**src/rtl/y_mem_pkg.sv**
```systemverilog
// rtl/y_mem_pkg.sv - shared widths and loader FSM states for the Y SRAM write path
// Contents:
//   Y_ADDR_W       SRAM row address width (2048 rows)
//   Y_ROW_W        SRAM row width, matches Y_WriteBus
//   Y_WORD_W       producer word width
//   WORDS_PER_ROW  producer words packed into one row
//   state_e        y_row_loader FSM states (CHECK states only reached with READBACK_CHECK_EN)
package y_mem_pkg;

  localparam int Y_ADDR_W      = 11;
  localparam int Y_ROW_W       = 256;
  localparam int Y_WORD_W      = 32;
  localparam int WORDS_PER_ROW = Y_ROW_W / Y_WORD_W;

  typedef enum logic [2:0] {
    ST_IDLE       = 3'd0,
    ST_FILL       = 3'd1,
    ST_WRITE      = 3'd2,
    ST_CHECK_ADDR = 3'd3,
    ST_CHECK_CMP  = 3'd4,
    ST_FINISH     = 3'd5
  } state_e;

endpackage

```
**src/rtl/y_row_packer.sv**
```systemverilog
// rtl/y_row_packer.sv - packs producer words into one SRAM row, word 0 in the LSBs
// Ports:
//   clock, reset_n  clock and asynchronous active-low reset
//   clear           restart packing at word 0 (new load)
//   push            a word is accepted this cycle
//   word            accepted word
//   row_next        complete row as it stands after this cycle's push
//   full            this cycle's push delivers the last word of the row
module y_row_packer #(
  parameter int WORD_W = 32,
  parameter int ROW_W  = 256
) (
  input  logic              clock,
  input  logic              reset_n,
  input  logic              clear,
  input  logic              push,
  input  logic [WORD_W-1:0] word,
  output logic [ROW_W-1:0]  row_next,
  output logic              full
);

  localparam int WORDS = ROW_W / WORD_W;
  localparam int CNT_W = (WORDS > 1) ? $clog2(WORDS) : 1;
  localparam int HELD_W = ROW_W - WORD_W;
  localparam logic [CNT_W-1:0] LAST = CNT_W'(WORDS - 1);

  // Words enter at the top and shift down, so after WORDS pushes word 0 sits in
  // the LSBs. Only the upper HELD_W bits need storage: the newest word arrives
  // directly from the input on the completing cycle.
  logic [HELD_W-1:0] held_q, held_d;
  logic [CNT_W-1:0]  cnt_q, cnt_d;

  assign row_next = {word, held_q};
  assign full     = (cnt_q == LAST);

  always_comb begin
    held_d = held_q;
    cnt_d  = cnt_q;
    if (clear) begin
      cnt_d = '0;
    end else if (push) begin
      held_d = row_next[ROW_W-1:WORD_W];
      cnt_d  = full ? '0 : cnt_q + CNT_W'(1);
    end
  end

  always_ff @(posedge clock or negedge reset_n) begin
    if (!reset_n) begin
      held_q <= '0;
      cnt_q  <= '0;
    end else begin
      held_q <= held_d;
      cnt_q  <= cnt_d;
    end
  end

endmodule

```
**src/rtl/y_row_loader.sv**
```systemverilog
// rtl/y_row_loader.sv - streams 32-bit words into num_rows consecutive Y SRAM rows
// Build option: READBACK_CHECK_EN adds a read-back compare after every row write.
// Ports:
//   clock, reset_n          clock and asynchronous active-low reset
//   start                   launch pulse, honoured only when not busy
//   base_addr, num_rows     first row and row count (0..2048), sampled on start
//   in_valid/in_data        producer word stream, accepted with in_ready
//   in_ready                block takes a word this cycle
//   Y_WE/Y_WriteAddress/Y_WriteBus  SRAM write port, one Y_WE cycle per row
//   Y_ReadAddress1/Y_ReadBus1       SRAM read-back port (driven 0 / ignored without check)
//   busy, done, error       load in progress, end-of-load pulse, sticky read-back mismatch
module y_row_loader
  import y_mem_pkg::*;
#(
  parameter int WORD_W = Y_WORD_W,
  parameter int ROW_W  = Y_ROW_W,
  parameter int ADDR_W = Y_ADDR_W
) (
  input  logic              clock,
  input  logic              reset_n,
  input  logic              start,
  input  logic [ADDR_W-1:0] base_addr,
  input  logic [ADDR_W:0]   num_rows,
  input  logic              in_valid,
  input  logic [WORD_W-1:0] in_data,
  output logic              in_ready,
  output logic              Y_WE,
  output logic [ADDR_W-1:0] Y_WriteAddress,
  output logic [ROW_W-1:0]  Y_WriteBus,
  output logic [ADDR_W-1:0] Y_ReadAddress1,
  input  logic [ROW_W-1:0]  Y_ReadBus1,
  output logic              busy,
  output logic              done,
  output logic              error
);

  localparam logic [ADDR_W-1:0] ADDR_ONE = ADDR_W'(1);
  localparam logic [ADDR_W:0]   ROWS_ONE = (ADDR_W + 1)'(1);

  state_e              state_q, state_d;
  logic [ADDR_W-1:0]   addr_q, addr_d;
  logic [ADDR_W:0]     rows_left_q, rows_left_d;
  logic                in_ready_q, in_ready_d;
  logic                we_q, we_d;
  logic [ADDR_W-1:0]   wr_addr_q, wr_addr_d;
  logic [ROW_W-1:0]    wr_bus_q, wr_bus_d;
  logic                busy_q, busy_d;
  logic                done_q, done_d;
  logic                error_q, error_d;

  logic                accept;
  logic                start_ok;
  logic [ROW_W-1:0]    row_next;
  logic                row_full;

  // in_ready_q is only ever set in FILL, so accept implies FILL.
  assign accept   = in_valid & in_ready_q;
  assign start_ok = start & ((state_q == ST_IDLE) | (state_q == ST_FINISH));

  y_row_packer #(
    .WORD_W (WORD_W),
    .ROW_W  (ROW_W)
  ) u_packer (
    .clock    (clock),
    .reset_n  (reset_n),
    .clear    (start_ok),
    .push     (accept),
    .word     (in_data),
    .row_next (row_next),
    .full     (row_full)
  );

`ifdef READBACK_CHECK_EN
  logic [ADDR_W-1:0] rd_addr_q, rd_addr_d;
`else
  logic unused_read_bus;
  assign unused_read_bus = ^Y_ReadBus1;
`endif

  always_comb begin
    state_d     = state_q;
    addr_d      = addr_q;
    rows_left_d = rows_left_q;
    in_ready_d  = in_ready_q;
    we_d        = 1'b0;
    wr_addr_d   = wr_addr_q;
    wr_bus_d    = wr_bus_q;
    busy_d      = busy_q;
    done_d      = 1'b0;
    error_d     = error_q;
`ifdef READBACK_CHECK_EN
    rd_addr_d   = rd_addr_q;
`endif

    case (state_q)
      // FINISH is the done-pulse cycle; it takes a new start just like IDLE.
      ST_IDLE, ST_FINISH: begin
        state_d = ST_IDLE;
        if (start) begin
          error_d = 1'b0;
          if (num_rows == '0) begin
            done_d  = 1'b1;
            state_d = ST_FINISH;
          end else begin
            addr_d      = base_addr;
            rows_left_d = num_rows;
            busy_d      = 1'b1;
            in_ready_d  = 1'b1;
            state_d     = ST_FILL;
          end
        end
      end

      ST_FILL: begin
        if (accept && row_full) begin
          in_ready_d = 1'b0;
          we_d       = 1'b1;
          wr_addr_d  = addr_q;
          wr_bus_d   = row_next;
          state_d    = ST_WRITE;
        end
      end

      // Y_WE is high during this state; advance to the next row.
      ST_WRITE: begin
        addr_d      = addr_q + ADDR_ONE;
        rows_left_d = rows_left_q - ROWS_ONE;
`ifdef READBACK_CHECK_EN
        rd_addr_d   = addr_q;
        state_d     = ST_CHECK_ADDR;
`else
        if (rows_left_q == ROWS_ONE) begin
          done_d  = 1'b1;
          busy_d  = 1'b0;
          state_d = ST_FINISH;
        end else begin
          in_ready_d = 1'b1;
          state_d    = ST_FILL;
        end
`endif
      end

`ifdef READBACK_CHECK_EN
      // Read address is on the bus this cycle; data returns next cycle.
      ST_CHECK_ADDR: begin
        state_d = ST_CHECK_CMP;
      end

      ST_CHECK_CMP: begin
        if (Y_ReadBus1 != wr_bus_q) begin
          error_d = 1'b1;
        end
        if (rows_left_q == '0) begin
          done_d  = 1'b1;
          busy_d  = 1'b0;
          state_d = ST_FINISH;
        end else begin
          in_ready_d = 1'b1;
          state_d    = ST_FILL;
        end
      end
`endif

      default: begin
        state_d    = ST_IDLE;
        busy_d     = 1'b0;
        in_ready_d = 1'b0;
      end
    endcase
  end

  always_ff @(posedge clock or negedge reset_n) begin
    if (!reset_n) begin
      state_q     <= ST_IDLE;
      addr_q      <= '0;
      rows_left_q <= '0;
      in_ready_q  <= 1'b0;
      we_q        <= 1'b0;
      wr_addr_q   <= '0;
      wr_bus_q    <= '0;
      busy_q      <= 1'b0;
      done_q      <= 1'b0;
      error_q     <= 1'b0;
    end else begin
      state_q     <= state_d;
      addr_q      <= addr_d;
      rows_left_q <= rows_left_d;
      in_ready_q  <= in_ready_d;
      we_q        <= we_d;
      wr_addr_q   <= wr_addr_d;
      wr_bus_q    <= wr_bus_d;
      busy_q      <= busy_d;
      done_q      <= done_d;
      error_q     <= error_d;
    end
  end

`ifdef READBACK_CHECK_EN
  always_ff @(posedge clock or negedge reset_n) begin
    if (!reset_n) begin
      rd_addr_q <= '0;
    end else begin
      rd_addr_q <= rd_addr_d;
    end
  end
  assign Y_ReadAddress1 = rd_addr_q;
`else
  assign Y_ReadAddress1 = '0;
`endif

  assign in_ready       = in_ready_q;
  assign Y_WE           = we_q;
  assign Y_WriteAddress = wr_addr_q;
  assign Y_WriteBus     = wr_bus_q;
  assign busy           = busy_q;
  assign done           = done_q;
  assign error          = error_q;

endmodule

```
**config.mk**
```make
export PLATFORM = sky130hd
export DESIGN_NAME = y_row_loader
export DESIGN_NICKNAME = d
export VERILOG_FILES = /design/src/rtl/y_mem_pkg.sv /design/src/rtl/y_row_packer.sv /design/src/rtl/y_row_loader.sv
export SDC_FILE = /design/constraint.sdc
export NUM_CORES = 1
export LEC_CHECK = 0
export BUFFER_PORTS_ARGS = -buffer_cell sky130_fd_sc_hd__buf_2
export CELL_PAD_IN_SITES_DETAIL_PLACEMENT = 0
export CELL_PAD_IN_SITES_GLOBAL_PLACEMENT = 1
export CORE_AREA = 3 3 235 237
export CTS_CLUSTER_SIZE = 16
export DETAILED_ROUTE_END_ITERATION = 7
export DIE_AREA = 0 0 238 240
export PLACE_DENSITY = 0.87
export SYNTH_ARGS = -nofsm -noshare
export SYNTH_HDL_FRONTEND = slang
export SYNTH_SLANG_ARGS = --single-unit
```
**constraint.sdc**
```tcl
create_clock -name clock -period 3.2 [get_ports clock]
set_clock_uncertainty 0.15 [all_clocks]
set_input_delay 0.64 -clock clock [delete_from_list [all_inputs] [get_ports clock]]
set_output_delay 0.64 -clock clock [all_outputs]
set_load 0.1 [all_outputs]
```
## Word level (Yosys, flattened, before mapping)

Cells that the tools add are included.

- Register bits: 524
- Latch bits: 0
- RAM bits: 0
- ROM bits: 0
- Bits of input ports: 315
- Output and inout port bits: 283
- Logic and storage cells: 67
- Memories kept: 0

- Add/subtract/negate cells: 3
- Multipliers: 0
- Divide/modulo/power cells: 0
- Magnitude comparators: 0
- Equality and inequality tests: 10
- Shift-type cells: 0
- Multiplexer cells: 27
- Bitwise gates (word level): 5
- Reduce and logical (&&, ||, !) cells: 11

Operators with widths:

| cell | count |
|---|---|
| $mux W12 | 2 |
| $pmux W12 S2 | 1 |
| $mux W11 | 2 |
| $pmux W11 S2 | 1 |
| $mux W3 | 7 |
| $eq A12 B1 Y1 const B | 1 |
| $logic_not A12 Y1 | 1 |
| $sub A12 B1 Y12 const B | 1 |
| $add A11 B1 Y11 const B | 1 |
| $mux W1 | 10 |
| $ne A2 B2 Y1 const B | 5 |
| $pmux W3 S3 | 1 |
| $reduce_and A4 Y1 | 2 |
| $eq A3 B3 Y1 const B | 2 |
| $pmux W1 S3 | 2 |
| $reduce_and A2 Y1 | 2 |
| $reduce_bool A2 Y1 | 2 |
| $add A3 B1 Y3 const B | 1 |
| $eq A3 B1 Y1 const B | 1 |
| $eq A3 B2 Y1 const B | 1 |
| $logic_not A3 Y1 | 1 |
| $reduce_and A3 Y1 | 1 |
| $and A1 B1 Y1 | 2 |
| $not A1 Y1 | 2 |
| other kinds (4) | 4 |

## Longest topological paths before layout

- Word-level depth: 5
- Gate-level depth with buffers: 10
- Gate-level depth less buffers: 7

## Cells and area by module

A second synthesis with hierarchy kept.

- Cell total of the unflattened synthesis: 1276
- Area total of the unflattened synthesis: 21104.0 um^2

Modules (own cells, without submodules):

| module | instances | cells an instance | area an instance (um^2) | seq. area each (um^2) |
|---|---|---|---|---|
| y_row_loader | 1 | 758 | 11743.8 | 7432.1 |
| y_row_packer | 1 | 518 | 9360.2 | 5680.4 |

## Worst setup path before layout

Ideal clock, no wire load.

- Path kind: register to register
- From: reg in_ready_q, in the netlist in_ready
- To: reg u_packer.held_q[40]
- Library setup time: 0.125 ns
- Data arrival time: 2.220 ns
- Data required time: 2.925 ns
- Setup slack: 0.705 ns
- Stages on the path, launching flop included: 6
- Buffers on the path: 2
- Period minus slack after synthesis: 2.495 ns
- Path through: dfrtp_1 > nand2_1 > nor2_4 > buf_2 > buf_4 > mux2_2

- Cells in the longest elaborated chain, start to end: 2

Ends and longest elaborated chain:

| item | RTL line | RTL |
|---|---|---|
| start: declaration | y_row_loader.sv:43 | `logic in_ready_q, in_ready_d;` |
| start signal: assignment | y_row_loader.sv:188 | `in_ready_q <= in_ready_d;` |
| $and A1 B1 Y1 | y_row_loader.sv:57 | `assign accept = in_valid & in_ready_q;` |
| $reduce_and A2 Y1 (no line) | n/a |  |
| end signal: assignment | y_row_packer.sv:52 | `held_q <= held_d;` |
| end: declaration | y_row_packer.sv:30 | `logic [HELD_W-1:0] held_q, held_d;` |

No other way between the ends.
A chain may end at the register's enable or synchronous reset.

## Worst setup path in the final report

- From: reg state_q[2]
- To: reg u_packer.held_q[137]

- Cells in the longest elaborated chain, start to end: 5
- Elaborated cells between the ends (all ways): 6
- Classes of those cells: eq/ne (1); bitwise (3); reduce/logical (2)

Ends and longest elaborated chain:

| item | RTL line | RTL |
|---|---|---|
| start: declaration | y_row_loader.sv:40 | `state_e state_q, state_d;` |
| start signal: assignment | y_row_loader.sv:185 | `state_q <= state_d;` |
| $eq A3 B3 Y1 / $logic_not A3 Y1 (equally long branches) | y_row_loader.sv:58 | `assign start_ok = start & ((state_q == ST_IDLE) \| (state_q == ST_FINISH));` |
| $or A1 B1 Y1 (*) | y_row_loader.sv:58 |  |
| $and A1 B1 Y1 (*) | y_row_loader.sv:58 |  |
| $not A1 Y1 (no line) (*) | n/a |  |
| $reduce_and A2 Y1 (no line) (*) | n/a |  |

Every way passes the cells marked *; elsewhere a longest branch is shown, timed or not.

==> flow_metrics.tcl <==
set metrics [dict create \
    outcome "finished, final reports clean" \
    drive_gt1_frac 0.291 \
    startpoint "state_q[2]$_DFFE_PN0P_" \
    start_kind "register" \
    synth.distinct_cells 55 \
    crit_top_cell "buf_4" \
    via_per_inst 4.90 \
    synth_common_cells "811 x nand2_1, 524 x dfrtp_1, 159 x mux2_2" \
    crit_path_end "u_packer.held_q[137]$_DFFE_PN0P_" \
    num_rows 85 \
    antenna_found_initial 2 \
    slew_violations 0 \
    synthesis.area_sq_um 20300 \
    yosysMostFrequentCell "nand2_1" \
    path_clk_slew_ns 0.06 \
    path_max_fanout 26 \
    worst_slack_ns 0.749 \
    crit_buf_inv 2 \
    slew_headroom 0.422 \
    fp.dieW_um 238 \
    async_flop_share 1.00 \
    core_area_sq_um 53500 \
    cpLargestDelayFamily "simple AND/OR/NAND/NOR gates" \
    setup_violations 0 \
    drc 0 \
    required_ns 3.51 \
    htreeDepth 2 \
    crit_chain "nand2b_1 > and4b_1 > nor2_4 > buf_4 > buf_4 > mux2_2" \
    insertion_delay_ns 0.58 \
    initial_core_util 0.379 \
    synth-seq-area-share 0.648 \
    vias 14114 \
    yosys_warnings 0 \
    tritoncts "built" \
    fin_crit_sh 0.766 \
    hold_ws_ns 0.115 \
    cp-end-kind "register" \
    wl_mm 50.1 \
    cp.depth 6 \
    num-nets-final 2462 \
    drtIter0Drc 917 \
    pin_count 598 \
    post-dp-hpwl_mm 34.7 \
    cp.arrival_ns 2.77 \
    reg2reg_from "state_q[2]$_DFFE_PN0P_" \
    reg2regPathDepth 6 \
    grt_pass1_vias 13935 \
    synth.avg_cell_area_sq_um 11.2 \
    worst_path_largest_cell_delay_ns 0.42 \
    grt_pass1_wl_mm 79.1 \
    path_class "register to register" \
    final_util 0.459 \
    cts.sinks 524 \
    place_congestion 0.826 \
    yosys.area.top_type "dfrtp_1" \
    grt_max_degree 119 \
    ys_top_cells_by_area "dfrtp_1 65%, nand2_1 15%, mux2_2 8.8%" \
    tightest_slew_ns 0.859 \
    cts_buffers 52 \
    die_h_um 240 \
    syn_inst 1811 \
    power.leakage_nw 13.6 \
    clockBufferDepth 3 \
    min_path_type "input pin to register" \
    synth_top_area_share 0.648 \
    reg2reg_slack_ns 0.75 \
    rsz0062_at_grt "false" \
    wire_per_inst_um 17.4 \
    period_needed_ns 2.45 \
    grtUsageTotal 0.172 \
    firstDrtPassIters 5 \
    r2r-end "u_packer.held_q[137]$_DFFE_PN0P_" \
    max-vdd-ir-drop_v 0.000435 \
    cts_root_buffer "clkbuf_16" \
    cap_viol_max_count 0 \
    synthToLayoutAreaGrowth_pct 21.3 \
    finalHoldViolCount 0 \
    tns_ns 0 \
    ant_nets 0 \
    die_area_sq_um 57100 \
    fmax_ghz 0.408 \
    synth_edf_count 0 \
    power_density_nw_per_um2 712 \
    synthFlopType "dfrtp_1" \
    post-place-ws_ns 0.654 \
    io_buffers 329 \
    synth-seq-cells 524 \
    grt-ovfl-total 0 \
    slowest_stage "dfrtp_1" \
]
placed cells by master (no fill, tap or decap), types with 8 or more instances in the layout:
master       n
a21oi_1      9
buf_12      11
buf_2      328
buf_4       32
clkbuf_16   53
clkbuf_8    10
clkinv_2    13
conb_1      12
dfrtp_1    524
mux2_1      65
mux2_2     159
nand2_1    811
nand3_1     16
nor2_1       8
nor4_1       8
o211ai_1     8
o21ai_0     10
where the power goes:
group          switching, mW  internal (mW)  total [mW]
combinational          0.908           1.08        1.99
sequential              1.23           7.87        9.11
clock                   2.57           3.84        6.40
state kept, by name, indices dropped and copies added (netlist names):
name,flops
Y_WriteAddress,11
busy,1
u_packer.held_q,224
addr_q,11
Y_WE,1
u_packer.cnt_q,3
in_ready,1
state_q,3
Y_WriteBus,256
done,1
rows_left_q,12
routing by layer:
| metal | wire length (um) | global-route usage | vias up |
|---|---|---|---|
| li1 | - | - | 6559 |
| met1 | 24300 | 0.262 | 6985 |
| met2 | 20200 | 0.237 | 496 |
| met3 | 4500 | 0.0537 | 72 |
| met4 | 1130 | 0.0458 | 2 |
| met5 | 11 | 0 | - |
worst min-delay path, stage by stage:
cell	delay [ns]
buf_2	0.09
nand2_1	0.04
nand2_1	0.05
stage by stage:
step                power (mW)  instance area (sq um)  cells
detailed placement        11.2                  22700   2783
CTS                       17.7                  24600   2880
finish                    17.5                  24600   2882
floorplan                 10.2                  20300   1822
global route              18.3                  24600   2880
global placement          11.0                  22700   2783
cells by family (layout without fill, tap and decap cells):
group                      count (synthesis)  count (layout)  synth area share
muxes                                    226             226             0.126
buffers and inverters                    113             475            0.0289
DFF                                      524             524             0.648
and+or+nand+nor                          881             881             0.172
other                                      1              14          0.000185
adders and majority gates                  5               5           0.00309
AOI/OAI and AO/OA                         61              61            0.0230
worst min-delay path by stage:
| stage | cells after the start | startpoint | slack, ns | endpoint |
|---|---|---|---|---|
| 6_report | 3 | in_data[0] | 0.12 | Y_WriteBus[224]$_DFFE_PN0P_ |
| 3_3_place_gp | 2 | u_packer.held_q[2]$_DFFE_PN0P_ | 0.29 | Y_WriteBus[2]$_DFFE_PN0P_ |
| 5_1_grt | 3 | in_data[0] | 0.09 | Y_WriteBus[224]$_DFFE_PN0P_ |
| 3_5_place_dp | 2 | u_packer.held_q[10]$_DFFE_PN0P_ | 0.30 | Y_WriteBus[10]$_DFFE_PN0P_ |
| 2_1_floorplan | 0 | reset_n | 0.19 | Y_WE$_DFF_PN0_ |
| 4_1_cts | 3 | in_data[0] | 0.07 | Y_WriteBus[224]$_DFFE_PN0P_ |
timing repair:
item,in CTS,in global routing
hold endpoints to repair,36,0
hold buffers,1,0
gates resized for setup,0,0
setup endpoints to repair,0,0
setup buffers,0,0
cell type report:
type                    count  area (sq um)
flip-flops and latches    524         13100
clock buffers              69          1490
inverters                   6          30.0
diodes                      2          5.00
well taps                 696           871
repair buffers            373          2130
multi-input cells        1185          6600
fillers                  4867         28900
clock inverters            27           334
Note: power is estimated with default switching activity, not from simulation.
